### config.mk
export PLATFORM = sky130hd
export DESIGN_NAME = weight_load_ctrl_flat
export DESIGN_NICKNAME = d
export VERILOG_FILES = /design/src/rtl/weight_load_ctrl_if.sv /design/src/rtl/weight_load_ctrl.sv /design/src/flat_wrapper.sv
export SDC_FILE = /design/constraint.sdc
export NUM_CORES = 1
export LEC_CHECK = 0
export BUFFER_PORTS_ARGS = -buffer_cell sky130_fd_sc_hd__buf_2
export CAP_MARGIN = 10
export CORE_MARGIN = 3
export CORE_UTILIZATION = 45
export DETAILED_ROUTE_END_ITERATION = 8
export GPL_TIMING_DRIVEN = 0
export HOLD_SLACK_MARGIN = 0.06
export MAX_ROUTING_LAYER = met4
export PLACE_DENSITY = 0.73
export RECOVER_POWER = 25
export SYNTH_ARGS = -nofsm -noshare
export SYNTH_HDL_FRONTEND = slang
export SYNTH_SLANG_ARGS = --single-unit
### constraint.sdc
create_clock -name clk -period 5 [get_ports clk]
set_input_delay 1 -clock clk [delete_from_list [all_inputs] [get_ports clk]]
set_output_delay 1 -clock clk [all_outputs]
set_load 0.02 [all_outputs]
### src/rtl/weight_load_ctrl_if.sv
// Bundles the weight stream, memory write port and preload read port of weight_load_ctrl.
// The controller takes the slave view; the host/DMA and the array side together take the master view.
interface weight_load_ctrl_if #(
    parameter int DATA_W  = 5,
    parameter int ADDR_W  = 6,
    parameter int ROW_LEN = 8
);
    localparam int COL_W = $clog2(ROW_LEN);
    localparam int ROW_W = ADDR_W - COL_W;

    // weight stream from host/DMA
    logic              start;
    logic              w_valid;
    logic [DATA_W-1:0] w_data;
    logic              w_ready;

    // write port towards Weight_Memory
    logic [ADDR_W-1:0] Weight_Mem_Address_in;
    logic [DATA_W-1:0] Weight_Data;
    logic              load_mem_done;

    // preload read port towards the systolic-array controller
    logic              preload_req;
    logic              rd_en;
    logic [ADDR_W-1:0] rd_addr;
    logic [ROW_W-1:0]  row_idx;
    logic [COL_W-1:0]  col_idx;
    logic              rd_last;

    // status
    logic              loaded;
    logic              busy;

    modport slave (
        input  start, w_valid, w_data, preload_req,
        output w_ready, Weight_Mem_Address_in, Weight_Data, load_mem_done,
               rd_en, rd_addr, row_idx, col_idx, rd_last, loaded, busy
    );

    modport master (
        output start, w_valid, w_data, preload_req,
        input  w_ready, Weight_Mem_Address_in, Weight_Data, load_mem_done,
               rd_en, rd_addr, row_idx, col_idx, rd_last, loaded, busy
    );
endinterface

### src/rtl/weight_load_ctrl.sv
// Weight memory sequencer: writes a DEPTH-beat weight stream into memory (LOAD),
// then replays row-major read addresses to the systolic array on request (PRELOAD).
module weight_load_ctrl #(
    parameter int DATA_W  = 5,
    parameter int ADDR_W  = 6,
    parameter int DEPTH   = 64,
    parameter int ROW_LEN = 8
) (
    input  logic              clk,
    input  logic              rst,
    weight_load_ctrl_if.slave bus
);
    localparam int COL_W = $clog2(ROW_LEN);
    localparam int CNT_W = ADDR_W + 1;
    localparam logic [CNT_W-1:0]  WCNT_FULL  = CNT_W'(DEPTH);
    localparam logic [ADDR_W-1:0] RADDR_LAST = ADDR_W'(DEPTH - 1);

    typedef enum logic [1:0] {
        S_IDLE,
        S_LOAD,
        S_LOADED,
        S_PRELOAD
    } state_e;

    state_e            state_q, state_d;
    logic [CNT_W-1:0]  wcnt_q, wcnt_d;
    logic              w_ready_q, w_ready_d;
    logic [ADDR_W-1:0] waddr_q, waddr_d;
    logic [DATA_W-1:0] wdata_q, wdata_d;
    logic              wgate_q, wgate_d;
    logic              rd_en_q, rd_en_d;
    logic [ADDR_W-1:0] rd_addr_q, rd_addr_d;
    logic              rd_last_q, rd_last_d;
    logic              loaded_q, loaded_d;
    logic              busy_q, busy_d;
    logic              accept;

    assign accept = bus.w_valid && w_ready_q;

    always_comb begin
        // NOTE: every _d gets a default before the case so no path leaves it unassigned (no latches).
        state_d   = state_q;
        wcnt_d    = wcnt_q;
        w_ready_d = w_ready_q;
        waddr_d   = waddr_q;
        wdata_d   = wdata_q;
        wgate_d   = 1'b1;
        rd_en_d   = rd_en_q;
        rd_addr_d = rd_addr_q;
        rd_last_d = rd_last_q;
        loaded_d  = loaded_q;

        unique case (state_q)
            S_IDLE: begin
                if (bus.start) begin
                    state_d   = S_LOAD;
                    wcnt_d    = '0;
                    w_ready_d = 1'b1;
                    loaded_d  = 1'b0;
                end
            end

            S_LOAD: begin
                if (accept) begin
                    waddr_d = wcnt_q[ADDR_W-1:0];
                    wdata_d = bus.w_data;
                    wgate_d = 1'b0;
                    wcnt_d  = wcnt_q + CNT_W'(1);
                end
                // A restart still lets this cycle's accepted beat be written above.
                if (bus.start) begin
                    wcnt_d    = '0;
                    w_ready_d = 1'b1;
                end else if (wcnt_q == WCNT_FULL) begin
                    state_d   = S_LOADED;
                    loaded_d  = 1'b1;
                    w_ready_d = 1'b0;
                end else begin
                    w_ready_d = (wcnt_d != WCNT_FULL);
                end
            end

            S_LOADED: begin
                if (bus.start) begin
                    state_d   = S_LOAD;
                    wcnt_d    = '0;
                    w_ready_d = 1'b1;
                    loaded_d  = 1'b0;
                end else if (bus.preload_req) begin
                    state_d   = S_PRELOAD;
                    rd_en_d   = 1'b1;
                    rd_addr_d = '0;
                    rd_last_d = (rd_addr_d == RADDR_LAST);
                end
            end

            S_PRELOAD: begin
                if (rd_last_q) begin
                    state_d   = S_LOADED;
                    rd_en_d   = 1'b0;
                    rd_last_d = 1'b0;
                end else begin
                    rd_addr_d = rd_addr_q + ADDR_W'(1);
                    rd_last_d = (rd_addr_d == RADDR_LAST);
                end
            end

            default: state_d = S_IDLE;
        endcase

        busy_d = (state_d == S_LOAD) || (state_d == S_PRELOAD);
    end

    always_ff @(posedge clk) begin
        // NOTE: state elements use non-blocking assignments so every flop samples pre-edge values.
        if (rst) begin
            state_q   <= S_IDLE;
            wcnt_q    <= '0;
            w_ready_q <= 1'b0;
            waddr_q   <= '0;
            wdata_q   <= '0;
            wgate_q   <= 1'b1;
            rd_en_q   <= 1'b0;
            rd_addr_q <= '0;
            rd_last_q <= 1'b0;
            loaded_q  <= 1'b0;
            busy_q    <= 1'b0;
        end else begin
            state_q   <= state_d;
            wcnt_q    <= wcnt_d;
            w_ready_q <= w_ready_d;
            waddr_q   <= waddr_d;
            wdata_q   <= wdata_d;
            wgate_q   <= wgate_d;
            rd_en_q   <= rd_en_d;
            rd_addr_q <= rd_addr_d;
            rd_last_q <= rd_last_d;
            loaded_q  <= loaded_d;
            busy_q    <= busy_d;
        end
    end

    assign bus.w_ready               = w_ready_q;
    assign bus.Weight_Mem_Address_in = waddr_q;
    assign bus.Weight_Data           = wdata_q;
    assign bus.load_mem_done         = wgate_q;
    assign bus.rd_en                 = rd_en_q;
    assign bus.rd_addr               = rd_addr_q;
    assign bus.row_idx               = rd_addr_q[ADDR_W-1:COL_W];
    assign bus.col_idx               = rd_addr_q[COL_W-1:0];
    assign bus.rd_last               = rd_last_q;
    assign bus.loaded                = loaded_q;
    assign bus.busy                  = busy_q;
endmodule

### src/flat_wrapper.sv
// flat-port wrapper written by rule: the top's interface ports become plain ports
module weight_load_ctrl_flat 
#(
    parameter int DATA_W  = 5,
    parameter int ADDR_W  = 6,
    parameter int DEPTH   = 64,
    parameter int ROW_LEN = 8
)
  (clk, rst, bus_start, bus_w_valid, bus_w_data, bus_preload_req, bus_w_ready, bus_Weight_Mem_Address_in, bus_Weight_Data, bus_load_mem_done, bus_rd_en, bus_rd_addr, bus_row_idx, bus_col_idx, bus_rd_last, bus_loaded, bus_busy);
  weight_load_ctrl_if #(.DATA_W(DATA_W), .ADDR_W(ADDR_W), .ROW_LEN(ROW_LEN)) bus_i ();
  input  logic clk;
  input  logic rst;
  input wire logic [$bits(bus_i.start)-1:0] bus_start;
  input wire logic [$bits(bus_i.w_valid)-1:0] bus_w_valid;
  input wire logic [$bits(bus_i.w_data)-1:0] bus_w_data;
  input wire logic [$bits(bus_i.preload_req)-1:0] bus_preload_req;
  output wire logic [$bits(bus_i.w_ready)-1:0] bus_w_ready;
  output wire logic [$bits(bus_i.Weight_Mem_Address_in)-1:0] bus_Weight_Mem_Address_in;
  output wire logic [$bits(bus_i.Weight_Data)-1:0] bus_Weight_Data;
  output wire logic [$bits(bus_i.load_mem_done)-1:0] bus_load_mem_done;
  output wire logic [$bits(bus_i.rd_en)-1:0] bus_rd_en;
  output wire logic [$bits(bus_i.rd_addr)-1:0] bus_rd_addr;
  output wire logic [$bits(bus_i.row_idx)-1:0] bus_row_idx;
  output wire logic [$bits(bus_i.col_idx)-1:0] bus_col_idx;
  output wire logic [$bits(bus_i.rd_last)-1:0] bus_rd_last;
  output wire logic [$bits(bus_i.loaded)-1:0] bus_loaded;
  output wire logic [$bits(bus_i.busy)-1:0] bus_busy;
  assign bus_i.start = bus_start;
  assign bus_i.w_valid = bus_w_valid;
  assign bus_i.w_data = bus_w_data;
  assign bus_i.preload_req = bus_preload_req;
  assign bus_w_ready = bus_i.w_ready;
  assign bus_Weight_Mem_Address_in = bus_i.Weight_Mem_Address_in;
  assign bus_Weight_Data = bus_i.Weight_Data;
  assign bus_load_mem_done = bus_i.load_mem_done;
  assign bus_rd_en = bus_i.rd_en;
  assign bus_rd_addr = bus_i.rd_addr;
  assign bus_row_idx = bus_i.row_idx;
  assign bus_col_idx = bus_i.col_idx;
  assign bus_rd_last = bus_i.rd_last;
  assign bus_loaded = bus_i.loaded;
  assign bus_busy = bus_i.busy;
  weight_load_ctrl #(.DATA_W(DATA_W), .ADDR_W(ADDR_W), .DEPTH(DEPTH), .ROW_LEN(ROW_LEN)) u_core (.clk(clk), .rst(rst), .bus(bus_i));
endmodule
# Word level (Yosys, flattened, before mapping)
# Index checks and enable logic that the tools add are counted.
word_totals:
  out_inout_bits: 29
  word_cells: 75
  input_bits: 10
  regBits: 32
op_classes:
  n_mux: 33
  n_eq_ne: 15
  bitwise: 1
  add_sub_neg: 2
  n_reduce_logical: 13
op_table:
  columns: ["operator", "count"]
  rows:
  - ["7-bit 2-to-1 mux", 4]
  - ["6-bit 2-to-1 mux", 3]
  - ["7-bit case mux with 2 select lines", 1]
  - ["1-bit 2-to-1 mux", 13]
  - ["2-bit 2-to-1 mux", 6]
  - ["6-bit case mux with 2 select lines", 1]
  - ["4-bit AND reduction", 3]
  - ["2-bit inequality test, second input constant", 4]
  - ["1-bit case mux with 2 select lines", 4]
  - ["2-bit case mux with 4 select lines", 1]
  - ["7-bit by 1-bit adder with 7-bit output, second input constant", 1]
  - ["7-bit == test, second input constant", 1]
  - ["7-bit inequality test, second input constant", 1]
  - ["6-bit by 1-bit adder with 6-bit output, second input constant", 1]
  - ["2-bit == test, second input constant", 3]
  - ["6-bit == test, second input constant", 1]
  - ["2-bit by 1-bit inequality test with 1-bit output, second input constant", 3]
  - ["2-bit by 1-bit == test with 1-bit output, second input constant", 2]
  - ["2-bit AND reduction", 2]
  - ["2-bit nonzero test", 2]
  - ["2-bit OR reduction", 2]
  - ["3-bit AND reduction", 1]
  - ["2-bit zero test", 1]
  - ["1-bit logical AND", 1]
  - ["other kinds (2)", 2]

# Longest topological paths before layout
# Gate-level depths: netlist of run 1.
depth:
  ltp_word: 7
  depth_mapped: 7
  depth_no_buf: 6

# Least setup slack after synthesis of run 1
# No wires, ideal clock.
synth_path:
  path_type: "input-to-reg"
  startpoint: "input port bus_w_valid"
  endpoint: "register u_core.w_ready_q (netlist: u_core.bus.w_ready)"
  slack_ps: 2699
  n_path_buf: 0
  arrival_time_ps: 2176
  required_ps: 4875
  setup_time_ps: 125
  stages: 4
  path_cell_list: "nand4_2 o21a_1 or4_1 o41a_1"
synth_via:
  elab_chain_cells: 7
synth_rtl:
  columns: ["element", "line", "source"]
  rows:
  - ["start, declared", "flat_wrapper.sv:14", "input wire logic [$bits(bus_i.w_valid)-1:0] bus_w_valid;"]
  - ["1-bit logical AND", "weight_load_ctrl.sv:38", "assign accept = bus.w_valid && w_ready_q;"]
  - ["7-bit 2-to-1 mux", "weight_load_ctrl.sv:64", "if (accept) begin"]
  - ["7-bit 2-to-1 mux", "weight_load_ctrl.sv:53", "unique case (state_q)"]
  - ["7-bit inequality test", "weight_load_ctrl.sv:79", "w_ready_d = (wcnt_d != WCNT_FULL);"]
  - ["1-bit 2-to-1 mux", "weight_load_ctrl.sv:74", "end else if (wcnt_q == WCNT_FULL) begin"]
  - ["1-bit 2-to-1 mux", "weight_load_ctrl.sv:71", "if (bus.start) begin"]
  - ["1-bit case mux with 2 select lines", "weight_load_ctrl.sv:53", null]
  - ["end signal, assigned", "weight_load_ctrl.sv:131", "w_ready_q <= w_ready_d;"]
  - ["end, declared", "weight_load_ctrl.sv:27", "logic w_ready_q, w_ready_d;"]
# Every way passes these cells. The select of a mux whose other input is x is not followed.
# A chain may end at the register's enable or synchronous reset.

# Worst setup path in the final report of run 1
# Same ends and word-level chain as after synthesis.

==> results of run 1 <==
## metrics by stage
stage               hold WS [ps]  worst slack, ps
detailed placement           445             2470
floorplan                    463             2700
finish                       460             2700
global placement             440             2480
global route                 499             2630
CTS                          460             2760
## state kept, by name, indices dropped and copies added, names as in the netlist
signal                            flops
u_core.wcnt_q                         7
u_core.bus.Weight_Mem_Address_in      6
u_core.bus.rd_addr                    6
u_core.bus.Weight_Data                5
u_core.state_q                        2
u_core.bus.busy                       1
u_core.bus.load_mem_done              1
u_core.bus.loaded                     1
u_core.bus.rd_en                      1
u_core.bus.rd_last                    1
u_core.bus.w_ready                    1
## logic make-up after synthesis
logic type               count (synthesis)  share of synthesized area
XOR/XNOR                                 5                     0.0276
adder cells (fa/ha/maj)                  4                     0.0315
buffers and inverters                   21                     0.0654
AO/OA/AOI/OAI                           53                      0.207
flip-flops                              32                      0.403
AND/OR/NAND/NOR                         80                      0.259
multiplexers                             1                    0.00630
## placed cells by master, fill, tap and decap left out, types with 2 or more instances in the layout
cell type / n
nand2_1: 30
a31oi_1: 3
clkbuf_1: 17
nand3b_1: 2
nor2_1: 13
dfxtp_1: 32
nand2b_1: 3
nand3_1: 5
or2_2: 3
o21ai_0: 9
nor3_1: 3
xnor2_1: 5
a41oi_1: 3
buf_4: 6
and2_1: 2
a21oi_1: 23
clkbuf_4: 5
or4_1: 2
or3_1: 3
inv_1: 5
ha_1: 4
a22oi_1: 2
o21a_1: 4
a211oi_1: 2
buf_2: 30
nor2b_1: 2
nand4_1: 3
## path summary, 6_finish.rpt
path	depth (start not counted)	start	end	slack, ps
max	5	bus_w_valid	u_core.bus.w_ready	2700
min	2	u_core.bus.Weight_Mem_Address_in[2]	u_core.bus.Weight_Mem_Address_in[2]	460
max reg2reg	7	u_core.wcnt_q[0]	u_core.bus.w_ready	2770
min reg2reg	2	u_core.bus.Weight_Mem_Address_in[2]	u_core.bus.Weight_Mem_Address_in[2]	460
## final cells by class
type | count | area [µm²]
clock buffer | 5 | 37.5
multi-input combinational | 143 | 838
sequential | 32 | 641
inverter | 5 | 18.8
buffer | 16 | 85.1
fill | 340 | 1310
tap | 44 | 55.1
timing repair buffer | 37 | 174
clock inverter | 3 | 42.5
## critical path: stages
cell and delay (ps):
clkbuf_1 160, nand4_1 220, o21a_1 250, or4_1 460
o41a_1 420
## power breakdown
| part | internal, W | total (W) | switching, W |
|---|---|---|---|
| Sequential | 0.000258 | 0.000260 | 0.00000245 |
| Clock | 0.000104 | 0.000200 | 0.0000953 |
| Combinational | 0.0000120 | 0.0000347 | 0.0000227 |
## layer usage
metal  vias up  track usage  part of all wire
met3         2       0.0479             0.062
li1        782            -                 -
met5         -            -                 0
met1       677        0.261              0.50
met4         0       0.0777            0.0085
met2        49        0.263              0.43
==> flow_summary.yaml, run 1 <==
power_and_ir_drop:
  power_w: 0.000494
  p_per_area_mw_per_mm2: 261
  leakage_nw: 0.743
  ir_drop_mv: 0.199
cts:
  cts_buffers: 5
  cts_sinks: 32
  cts.clk_slew.worst_paths_ps: 110
  ctsLongestPathBuffers: 2
  cts_root_buf: "clkbuf_4"
  cts_resized: 0
  cts_tree: "yes"
  cts_setup_buffers: 0
  htreeDepth: 2
  ctsHoldBuffers: 0
  clk_latency_ps: 330
synthesis:
  ys_top_cells_by_count: "dfxtp_1 (32), nand2_1 (30), a21oi_1 (23), nor2_1 (13), o21ai_0 (9)"
  synth_flop_cell: "dfxtp_1"
  synth_most_common_cell: "dfxtp_1"
  syn_nets: 210
  synth-seq-cells: 32
  synth_warnings: 0
  synth.largest_area_cell: "dfxtp_1"
  synth_top_area_frac: 0.403
  syn-instance-count: 196
  async_flop_share: 0
  synth.distinct_cells: 45
  avgSynthCellArea_um2: 8.11
  ys_seq_area_frac: 0.403
  synth_area_leaders: "dfxtp_1 (40%), a21oi_1 (7.2%), nand2_1 (7.1%), ha_1 (3.1%), nor2_1 (3.1%)"
  netlist_area_mm2: 0.00159
  synth-edff-count: 0
floorplanning:
  pin_count: 39
  rows: 20
  die_y_um: 65.4
  dieArea_mm2: 0.00428
  core-area_mm2: 0.00320
  start_util: 0.496
  dieWidth_um: 65.4
drt:
  wl_per_cell_um: 12.5
  drt_first_pass_iters: 4
  num_vias: 1510
  drt_iter0_markers: 98
  wl_um: 3550
  via_per_inst: 5.30
  final_antenna_net_count: 0
  drc: 0
run:
  max_cap_viol_count: 0
finish:
  final_util: 0.591
  area_growth_pct: 19.1
  nNetsFinal: 254
  design_area_mm2: 0.00189
  stdcell_count: 285
  num_antenna_cells: 0
  drive_above_1_share: 0.203
grt:
  antenna_found_initial: 0
  first_global_vias: 1357
  grt_start_max_net_pins: 12
  grt_pass1_wl_um: 6220
  grt_usage: 0.189
  gr-total-overflow: 0
place:
  dp_cells: 277
  gp_congestion: 0.872
  dp_hpwl_um: 2580
  dpl_cell_area_mm2: 0.00183
  port_buffers: 37
sta:
  worst_pin_slew_ps: 627
  rsz0062_at_grt: "no"
  finalCritPeriodShare: 0.460
  drv_slew: 0
  skew_ps: 6.19
  final-setup-viol-count: 0
  fin_crit_ps: 2300
  hold_violations: 0
  relSlewSlack: 0.577
  fmax_ghz: 0.435
  final.setup.tns_ps: 0
hold_path:
  worst_hold_path_type: "register to register"
setup_path:
  worst_ep_required_time_ps: 5220
  path_class: "input pin to register"
  start_kind: "input pin"
  cp-end-kind: "register"
  cp_data_arrival_time_ps: 2520
  worstPathMaxFanout: 5
run_status:
  outcome: "finished clean"
No activity file was read; power rests on OpenSTA's default activity.
==> run 2, diff against run 1 <==
clock period = 2.25 ns   (was 5 ns; I/O delays follow)
==> run 2 against run 1 <==
Compared with the run above: total power rose by 120%; critical path depth is 2 higher; clock power is 120% higher; combinational power is 130% higher; cell area rose by 0.99%; setup slack got worse by 2600 ps; highest routed layer unchanged; critical endpoint unchanged; routed wire length up 0.65%; count of clock-buffer cells in the layout unchanged; non-clock buffer count increased by 1.
==> flow_summary.yaml, run 2 (synthesis gave the netlist of run 1 again) <==
setup_path:
  path_cells: "buf_6 > inv_1 > ha_1 > and4b_1 > a31oi_1 > or4_1 > o41a_1"
  max_stage_delay_ps: 500
  worstPathMaxFanout: 8
  cp_data_arrival_time_ps: 2360
  cp-end-kind: "register"
  rr_worst_depth: 7
  r2r-end: "u_core.bus.w_ready"
  reg2reg_slack_ps: 110
  r2r_start: "u_core.wcnt_q[0]"
  critPathCapture: "u_core.bus.w_ready"
  path_class: "register to register"
  start_kind: "register"
  worst_path_max_delay_cell: "or4_1"
  worst_ep_required_time_ps: 2470
  crit_start: "u_core.wcnt_q[0]"
sta:
  rsz0062_at_grt: "no"
  hold_violations: 0
  fin_crit_ps: 2140
  drv_slew: 0
  worst_pin_slew_ps: 622
  fmax_ghz: 0.467
  final.setup.tns_ps: 0
  skew_ps: 5.42
  relSlewSlack: 0.581
  final-setup-viol-count: 0
  finalCritPeriodShare: 0.952
cts:
  cts_buffers: 5
  ctsLongestPathBuffers: 2
  cts_tree: "yes"
  cts_root_buf: "clkbuf_4"
  clk_latency_ps: 330
  htreeDepth: 2
  cts.clk_slew.worst_paths_ps: 110
  ctsHoldBuffers: 0
  cts_sinks: 32
place:
  gp_congestion: 0.872
  port_buffers: 37
  dp_hpwl_um: 2580
power_and_ir_drop:
  ir_drop_mv: 0.442
  leakage_nw: 0.738
  p_per_area_mw_per_mm2: 577
finish:
  fill_cells: 336
  num_antenna_cells: 0
  final_util: 0.596
  largest_reg_flops: 7
  nNetsFinal: 255
  drive_above_1_share: 0.207
  area_growth_pct: 20.2
  final_cell_mix: "nand2_1 (30), dfxtp_1 (30), buf_2 (26), a21oi_1 (23), clkbuf_1 (19)"
  top_register: "u_core.wcnt_q"
grt:
  first_global_vias: 1357
  gr-total-overflow: 0
  grt_pass1_wl_um: 6220
  grt_start_max_net_pins: 12
  antenna_found_initial: 0
  grt_usage: 0.189
floorplanning:
  dieWidth_um: 65.4
  rows: 20
  start_util: 0.496
  pin_count: 39
  dieArea_mm2: 0.00428
  core-area_mm2: 0.00320
  die_y_um: 65.4
drt:
  wl_um: 3570
  num_vias: 1522
  via_per_inst: 5.32
  wl_per_cell_um: 12.5
  final_antenna_net_count: 0
  drt_first_pass_iters: 5
  drt_iter0_markers: 96
  drc: 0
run:
  max_cap_viol_count: 0
run_status:
  outcome: "finished clean"
hold_path:
  worst_hold_path_type: "input pin to register"
run 2: cell types whose count changed in the layout (fill, tap and decap cells not counted):
cell,previous run,this run
buf_6,0,1
dfxtp_1,32,30
buf_4,6,7
dfxtp_2,0,2
buf_1,0,1
buf_2,30,26
nand4_1,3,2
nand4_2,0,1
clkbuf_1,17,19
run 2: metrics by stage:
stage | power [W] | area (µm²) | hold slack [ps] | cells | setup WS, ps
floorplan | 0.000642 | 1590 | 463 | 196 | 176
global placement | 0.000670 | 1830 | 440 | 277 | 68.3
detailed placement | 0.000670 | 1830 | 445 | 277 | 31.5
CTS | 0.00111 | 1910 | 330 | 285 | 9.32
global route | 0.00115 | 1910 | 340 | 286 | 2.63
finish | 0.00110 | 1910 | 341 | 286 | 108
run 2: worst min path at each step:
stage | startpoint | to | slack (ps) | cells after the start
finish | bus_w_data[2] | u_core.bus.Weight_Data[2] | 340 | 3
global route | bus_w_data[1] | u_core.bus.Weight_Data[1] | 340 | 3
CTS | bus_w_data[2] | u_core.bus.Weight_Data[2] | 330 | 3
detailed placement | u_core.bus.Weight_Data[0] | u_core.bus.Weight_Data[0] | 440 | 2
global placement | u_core.bus.Weight_Data[0] | u_core.bus.Weight_Data[0] | 440 | 2
floorplan | u_core.wcnt_q[6] | u_core.wcnt_q[6] | 460 | 2
run 2: layer usage:
metal | vias to the layer above | global-route usage | part of all wire
met1 | 687 | 0.261 | 0.50
met2 | 46 | 0.263 | 0.42
met4 | 0 | 0.0777 | 0.015
met5 | - | - | 0
li1 | 783 | - | -
met3 | 6 | 0.0479 | 0.063
run 2: final cells by class:
type | count | area [µm²] | area share
clock buffers | 5 | 37.5 | 0.0196
well taps | 44 | 55.1 | 0.0288
repair buffers | 38 | 178 | 0.0930
clock inverters | 3 | 42.5 | 0.0223
flip-flops and latches | 32 | 643 | 0.337
inverters | 5 | 18.8 | 0.00982
plain buffers | 16 | 91.3 | 0.0478
multi-input cells | 143 | 845 | 0.442
run 2: repair_timing:
action | 4_1_cts | 5_1_grt
hold endpoints to repair | 0 | 0
buffers inserted | 0 | 1
setup endpoints to repair | 0 | 1
resized for setup | 0 | 5
run 2: where the power goes:
part / internal [W] / switching (W)
clock: 0.000232 / 0.000213
combinational: 0.0000276 / 0.0000507
sequential: 0.000573 / 0.00000574
run 2: critical path, delay by kind of cell, from the launching register on:
kind	cells	cell delay, ps
buffers and inverters	2	180
DFF	1	350
AOI/OAI and AO/OA	2	460
adders and majority gates	1	300
and+or+nand+nor	2	740
